<file path="src/rtl/instr_fetch_seq_pkg.sv">
// instr_fetch_seq_pkg: shared CPU defaults and fetch sequencer state encoding
package instr_fetch_seq_pkg;
  localparam int AW_DEF = 8;
  localparam int DW_DEF = 8;
  typedef enum logic [2:0] {ADDR_OP, CAP_OP, CAP_ARG, HOLD, DATA, DATA_CAP} state_t;
endpackage

</file>
<file path="src/rtl/instr_fetch_seq.sv">
// instr_fetch_seq: two-byte instruction fetcher sharing one RAM port with execute-stage data accesses
module instr_fetch_seq
  import instr_fetch_seq_pkg::*;
#(
  parameter int AW = AW_DEF,
  parameter int DW = DW_DEF
) (
  input  logic            clk,
  input  logic            rst_n,
  output logic [AW-1:0]   ram_addr,
  output logic            ram_we,
  output logic [DW-1:0]   ram_data,
  input  logic [DW-1:0]   ram_q,
  output logic [2*DW-1:0] instr,
  output logic [AW-1:0]   instr_pc,
  output logic            instr_valid,
  input  logic            instr_ready,
  input  logic            jump_valid,
  input  logic [AW-1:0]   jump_addr,
  input  logic            mem_req,
  input  logic            mem_we,
  input  logic [AW-1:0]   mem_addr,
  input  logic [DW-1:0]   mem_wdata,
  output logic [DW-1:0]   mem_rdata,
  output logic            mem_done
);
  state_t        state;
  logic [AW-1:0] pc;
  logic [AW-1:0] pend_addr;
  logic          pend;
  logic          data_phase;

  assign data_phase = state == DATA || state == DATA_CAP;

  // RAM port steering: operand byte address wraps naturally at AW bits
  always_comb begin
    ram_addr = state == CAP_OP ? pc + AW'(1) : data_phase ? mem_addr : pc;
    ram_we   = state == DATA && mem_we;
    ram_data = mem_wdata;
  end

  // Fetch/data sequencer; redirects abort fetches at once but wait out a data access
  always_ff @(posedge clk or negedge rst_n) begin
    if (!rst_n) begin
      state       <= ADDR_OP;
      pc          <= '0;
      instr       <= '0;
      instr_pc    <= '0;
      instr_valid <= 1'b0;
      mem_rdata   <= '0;
      mem_done    <= 1'b0;
      pend        <= 1'b0;
      pend_addr   <= '0;
    end else begin
      mem_done <= 1'b0;
      if (jump_valid && !data_phase) begin
        pc          <= jump_addr;
        instr_valid <= 1'b0;
        state       <= ADDR_OP;
      end else begin
        case (state)
          ADDR_OP: state <= mem_req && !mem_done ? DATA : CAP_OP;
          CAP_OP: begin
            instr[2*DW-1:DW] <= ram_q;
            state            <= CAP_ARG;
          end
          CAP_ARG: begin
            instr[DW-1:0] <= ram_q;
            instr_pc      <= pc;
            instr_valid   <= 1'b1;
            state         <= HOLD;
          end
          HOLD: if (instr_ready) begin
            pc          <= pc + AW'(2);
            instr_valid <= 1'b0;
            state       <= mem_req ? DATA : ADDR_OP;
          end
          DATA: begin
            pend      <= pend | jump_valid;
            pend_addr <= jump_valid ? jump_addr : pend_addr;
            state     <= DATA_CAP;
          end
          DATA_CAP: begin
            mem_rdata <= mem_we ? mem_rdata : ram_q;
            mem_done  <= 1'b1;
            pc        <= jump_valid ? jump_addr : pend ? pend_addr : pc;
            pend      <= 1'b0;
            state     <= ADDR_OP;
          end
          default: state <= ADDR_OP;
        endcase
      end
    end
  end
endmodule
</file>
<file path="config.mk">
export PLATFORM = sky130hd
export DESIGN_NAME = instr_fetch_seq
export DESIGN_NICKNAME = d
export VERILOG_FILES = /design/src/rtl/instr_fetch_seq_pkg.sv /design/src/rtl/instr_fetch_seq.sv
export SDC_FILE = /design/constraint.sdc
export NUM_CORES = 1
export LEC_CHECK = 0
export BUFFER_PORTS_ARGS = -buffer_cell sky130_fd_sc_hd__buf_4
export CAP_MARGIN = 0
export CORE_MARGIN = 2
export CORE_UTILIZATION = 30
export CTS_CLUSTER_DIAMETER = 150
export DETAILED_ROUTE_END_ITERATION = 12
export GPL_TIMING_DRIVEN = 0
export PLACE_DENSITY = 0.64
export SYNTH_ARGS = -nofsm -noshare
export SYNTH_HDL_FRONTEND = slang
export SYNTH_SLANG_ARGS = --single-unit
</file>
<file path="constraint.sdc">
create_clock -name clk -period 1.79 [get_ports clk]
set_clock_uncertainty 0.2 [all_clocks]
set_input_delay 0 -clock clk [delete_from_list [all_inputs] [get_ports clk]]
set_output_delay 0 -clock clk [all_outputs]
set_load 0.03 [all_outputs]
</file>
==> results.json, run 1 <==
{
  "status": "finished, violations left",
  "violations": "setup timing",
  "synth_top_cell_by_area": "dfrtp_1",
  "rrSetupSlack_ps": -260,
  "h-tree-depth": 2,
  "clockBufferDepth": 2,
  "synthFlopType": "dfrtp_1",
  "synth_nets": 293,
  "hold_violations": 0,
  "fin_nets": 438,
  "crit_type": "reg -> out",
  "synth_cell_types": 67,
  "viasPerCell": 5.00,
  "ys_seq_elements": 54,
  "cp_data_required_time_ps": 1590,
  "setup_viol_count_final": 54,
  "grt_first_pass_wirelength_um": 12500,
  "netlist_area_mm2": 0.00287,
  "crit_arrival_ps": 1900,
  "end_kind": "primary output",
  "place.gp.congestion": 0.818,
  "hpwl_um": 5340,
  "drt-total-wl_um": 8760,
  "met1Wirelength_um": 3750,
  "async_flop_share": 1.00,
  "yosys-top-cells-area": "dfrtp_1 (47%), mux2_2 (17%), buf_4 (3.1%)",
  "dr.pass1.iters": 4,
  "drtIter0Drc": 122,
  "coreArea_mm2": 0.00928,
  "nFillCells": 826,
  "cts_tree": "done",
  "layout_setup_ws_ps": -306,
  "floorplan.initialDensity": 0.309,
  "grt.total_usage": 0.152,
  "wl_per_cell_um": 16.6,
  "cts_sinks": 54,
  "powerDensity_mw_per_mm2": 1880,
  "ios": 89,
  "syn_inst": 253,
  "min_path_type": "in -> out",
  "core.rowCount": 35,
  "slew_headroom": 0.542,
  "route.detailed.drc": 0,
  "crit_path_start": "state[2]",
  "ir_drop_v": 0.00100,
  "crit_end": "ram_addr[4]",
  "num_vias": 2638,
  "numPortBuffers": 79,
  "n_antenna_cell": 0,
  "drive_gt1_frac": 0.581,
  "maxCapViolCount": 0,
  "wl_met3_um": 582,
  "r2r_cells": 5,
  "finalSetupTns_ps": -8250,
  "yosysSeqAreaShare": 0.470,
  "die_w_um": 102,
  "synth-warning-count": 0,
  "period_minus_slack_ps": 2100,
  "avgSynthCellArea_um2": 11.4,
  "areaGrowthSynthToFinish_pct": 64.2,
  "rsz0062_at_grt": "true",
  "finalMaxSlewViolations": 0,
  "r2r-start": "state[2]",
  "cts_root_buffer": "clkbuf_8",
  "grt_pass1_vias": 2526,
  "die_area_mm2": 0.0104,
  "grt_max_degree": 55,
  "regArea_mm2": 0.00136,
  "die_y_um": 102,
  "dp_slack_ps": -309,
  "r2r-end": "instr[14]",
  "multi_input_comb_area_mm2": 0.00167,
  "synth_top_area_share": 0.470,
  "post-synth-top-count-cell": "dfrtp_1",
  "synth_edf_count": 0,
  "worstMarginPinSlew_ps": 687,
  "grt-ovfl-total": 0,
  "period_share": 1.17,
  "startpoint_type": "flip-flop",
  "highest_layer": "met4",
  "netlist_top_cells_count": "dfrtp_1 (54), mux2_2 (43), nand2_1 (20)",
  "insertion_delay_ps": 310,
  "routed-wl-met2_um": 4270,
  "path_clk_slew_ps": 100,
  "fmax_ghz": 0.477,
  "ant_nets": 0,
  "cts_made_buffers": 5,
  "antenna_found_initial": 0,
  "worst-path-max-fanout": 7,
  "p_leak_nw": 2.16
}
[report_power, final]
group | internal, mW | switching [mW] | total, mW
logic | 2.82 | 2.93 | 5.75
registers | 1.83 | 0.465 | 2.29
clock network | 0.418 | 0.415 | 0.833
total | 5.06 | 3.81 | 8.87
[timing repair]
item	in CTS	in global routing
resized for setup	38	83
endpoints found under the setup margin	50	57
hold endpoints to repair	96	0
buffers inserted	19	19
pin swaps	10	19
cloned	0	2
hold buffers	20	0
[critical path, cell delays in order (launching register included)]
cell and delay (ps):
dfrtp_2 460, or3b_4 470, or2_4 260, o21ai_2 110, o21bai_4 130, buf_6 150
[state kept, by name, summed over array words and instances, names as in the netlist, 3 cells and up]
| signal | count |
|---|---|
| instr | 16 |
| instr_pc | 8 |
| mem_rdata | 8 |
| pc | 8 |
| pend_addr | 8 |
| state | 3 |
[final cells by class]
cell class,instances,share of cell area
plain buffers,20,0.0363
clock buffers,6,0.0154
clock inverters,2,0.00796
inverters,6,0.00583
multi-input cells,172,0.353
flip-flops and latches,54,0.288
well taps,129,0.0342
repair buffers,139,0.259
[metrics by stage]
step / power (mW) / hold WS (ps) / area [µm²] / cells / util
floorplan: 5.10 / -496 / 2880 / 253 / -
global placement: 6.49 / -113 / 3640 / 461 / 0.392
detailed placement: 6.55 / -105 / 3640 / 461 / 0.392
CTS: 7.99 / 16.6 / 4240 / 508 / 0.457
global route: 9.35 / 22.1 / 4720 / 528 / 0.508
finish: 8.87 / 16.2 / 4720 / 528 / 0.508
[layout by cell type (no fill, tap or decap), types with 3 or more instances in the layout]
cell type / n
nor2_1: 12
buf_2: 5
nor3_1: 4
buf_4: 99
dfrtp_1: 49
o21ai_0: 5
nand2_2: 3
mux2_4: 41
nand2_1: 17
o21ai_1: 6
dlygate4sd3_1: 20
dfrtp_2: 5
inv_1: 4
a21oi_1: 6
buf_6: 29
clkbuf_8: 5
nand3_1: 3
o22ai_1: 4
[worst min-delay path by stage]
stage | startpoint | to | slack, ps | cells past startpoint
after floorplan | rst_n | instr[0] | -500 | 0
after global placement | rst_n | instr[2] | -110 | 1
after detailed placement | rst_n | instr[2] | -110 | 1
after CTS | mem_wdata[0] | ram_data[0] | 20 | 2
after global routing | mem_wdata[3] | ram_data[3] | 20 | 2
final | mem_wdata[0] | ram_data[0] | 20 | 2
[kinds of logic (layout without fill, tap and decap cells)]
group                    after synthesis  after routing  synth area share
buffers and inverters                 27            173            0.0597
AND/OR/NAND/NOR                       70             70             0.148
multiplexers                          44             44             0.172
adder cells (fa/ha/maj)                2              2           0.00871
flip-flops                            54             54             0.470
AO/OA/AOI/OAI                         56             56             0.141
[routing by layer]
layer / vias to the layer above / track usage
met3: 13 / 0.0390
met4: 0 / 0.0297
met2: 95 / 0.256
met1: 1323 / 0.199
met5: - / 0
li1: 1207 / -
Power figures use the tool's default switching activity.
==> run 2, diff against run 1 <==
CAP_MARGIN = 20   (was 0)
CORE_ASPECT_RATIO = 1.2   (was default)
==> results.json, run 2 (same netlist as run 1, synthesis figures left out) <==
{
  "ant_nets": 0,
  "viasPerCell": 4.94,
  "grt_max_degree": 55,
  "rsz0062_at_grt": "true",
  "grt.total_usage": 0.149,
  "path_clk_slew_ps": 60,
  "fin_nets": 429,
  "route.detailed.drc": 0,
  "worst-path-max-fanout": 7,
  "largest_reg_flops": 16,
  "status": "finished, violations left",
  "cts_tree": "done",
  "period_share": 1.14,
  "core.rowCount": 39,
  "crit_type": "reg -> out",
  "hpwl_um": 5310,
  "end_kind": "primary output",
  "dr.pass1.iters": 4,
  "period_minus_slack_ps": 2040,
  "worstMarginPinSlew_ps": 708,
  "clockBufferDepth": 2,
  "finalMaxSlewViolations": 0,
  "numPortBuffers": 79,
  "wl_per_cell_um": 16.0,
  "cp_slowest_cell": "dfrtp_2",
  "final_common_cell": "buf_4",
  "h-tree-depth": 2,
  "drtIter0Drc": 84,
  "crit_path_frequent_cell": "buf_6",
  "layout_setup_ws_ps": -247,
  "hold_violations": 0,
  "powerDensity_mw_per_mm2": 1900,
  "die_y_um": 111,
  "ir_drop_v": 0.000834,
  "p_leak_nw": 2.09,
  "r2r_cells": 7,
  "setup_viol_count_final": 57,
  "insertion_delay_ps": 290,
  "layout_common_cells": "buf_4 (103), dfrtp_1 (50), mux2_4 (25), dlygate4sd3_1 (20), mux2_2 (18)",
  "place.gp.congestion": 0.883,
  "antenna_found_initial": 0,
  "cts_sinks": 54,
  "die_area_mm2": 0.0104,
  "fmax_ghz": 0.491,
  "violations": "setup timing",
  "cp_cell_sequence": "or3b_1 -> buf_6 -> or2_1 -> o21ai_1 -> o21bai_2 -> buf_6",
  "grt_first_pass_wirelength_um": 12300,
  "ios": 89,
  "die_w_um": 93.3,
  "worstHoldPathCells": 2,
  "grt-ovfl-total": 0,
  "min_path_type": "in -> out",
  "drt-total-wl_um": 8230,
  "hold_slack_ps": 15.9,
  "cts_made_buffers": 5,
  "drive_gt1_frac": 0.564,
  "coreArea_mm2": 0.00942,
  "grt_pass1_vias": 2466,
  "slew_headroom": 0.528,
  "n_antenna_cell": 0,
  "dp_slack_ps": -295,
  "top_register": "instr",
  "cts_root_buffer": "clkbuf_16",
  "maxCapViolCount": 0,
  "startpoint_type": "flip-flop",
  "areaGrowthSynthToFinish_pct": 60.6,
  "max_stage_delay_ps": 420,
  "floorplan.initialDensity": 0.305,
  "cp_data_required_time_ps": 1590,
  "num_vias": 2536,
  "crit_arrival_ps": 1840
}
==> run 2: changes by cell type in the layout (fill, tap and decap cells not counted), sizes merged <==
cell      before  now
buf          138  129
clkinvlp       1    0
clkbuf         7    8
==> run 2: worst paths after layout <==
kind	start	endpoint	slack, ps
max	state[2]	ram_addr[4]	-250
min	mem_wdata[7]	ram_data[7]	20
max reg2reg	state[2]	instr[4]	-200
min reg2reg	instr_valid	instr_valid	300
max in group asynchronous	rst_n	pc[2]	780
min in group asynchronous	rst_n	state[1]	120
==> run 2: timing repair <==
| item | 4_1_cts | 5_1_grt |
|---|---|---|
| hold endpoints to repair | 95 | 0 |
| buffers inserted | 15 | 17 |
| hold buffers | 20 | 0 |
| pin swaps | 8 | 20 |
| endpoints found under the setup margin | 49 | 57 |
| gates resized for setup | 41 | 52 |
==> run 2: critical path: cells and delay by family (launching register included) <==
kind / cells / cell delay (ps)
AO/OA/AOI/OAI: 2 / 230
AND/OR/NAND/NOR: 2 / 610
flip-flops: 1 / 420
buffers and inverters: 2 / 290
==> run 2: stage by stage <==
stage	std cells	cell area (µm²)	utilization	total power, mW	TNS, ps
2_1_floorplan	253	2880	-	5.10	0
3_3_place_gp	455	3630	0.385	6.47	-4700
3_5_place_dp	455	3630	0.385	6.52	-5690
4_1_cts	498	4280	0.455	8.23	-4500
5_1_grt	513	4610	0.490	9.24	-10090
6_report	513	4610	0.490	8.76	-7720
==> run 2: final cells by class <==
type                    count  area, µm²
inverters                   6       27.5
flip-flops and latches     54       1360
well taps                 123        154
clock inverters             1       30.0
repair buffers            130       1140
plain buffers              20        169
clock buffers               7        133
multi-input cells         172       1610
fillers                   851       4800
==> run 2: where the power goes <==
part           switching [mW]  internal [mW]
sequential              0.453           1.83
clock                   0.421          0.662
combinational            2.80           2.60
total                    3.68           5.09
==> run 2: routing by layer <==
layer	part of all wire	vias up	track usage
li1	-	1191	-
met1	0.39	1241	0.178
met2	0.54	98	0.262
met3	0.060	6	0.0265
met4	0.0092	0	0.0549
met5	0	-	0
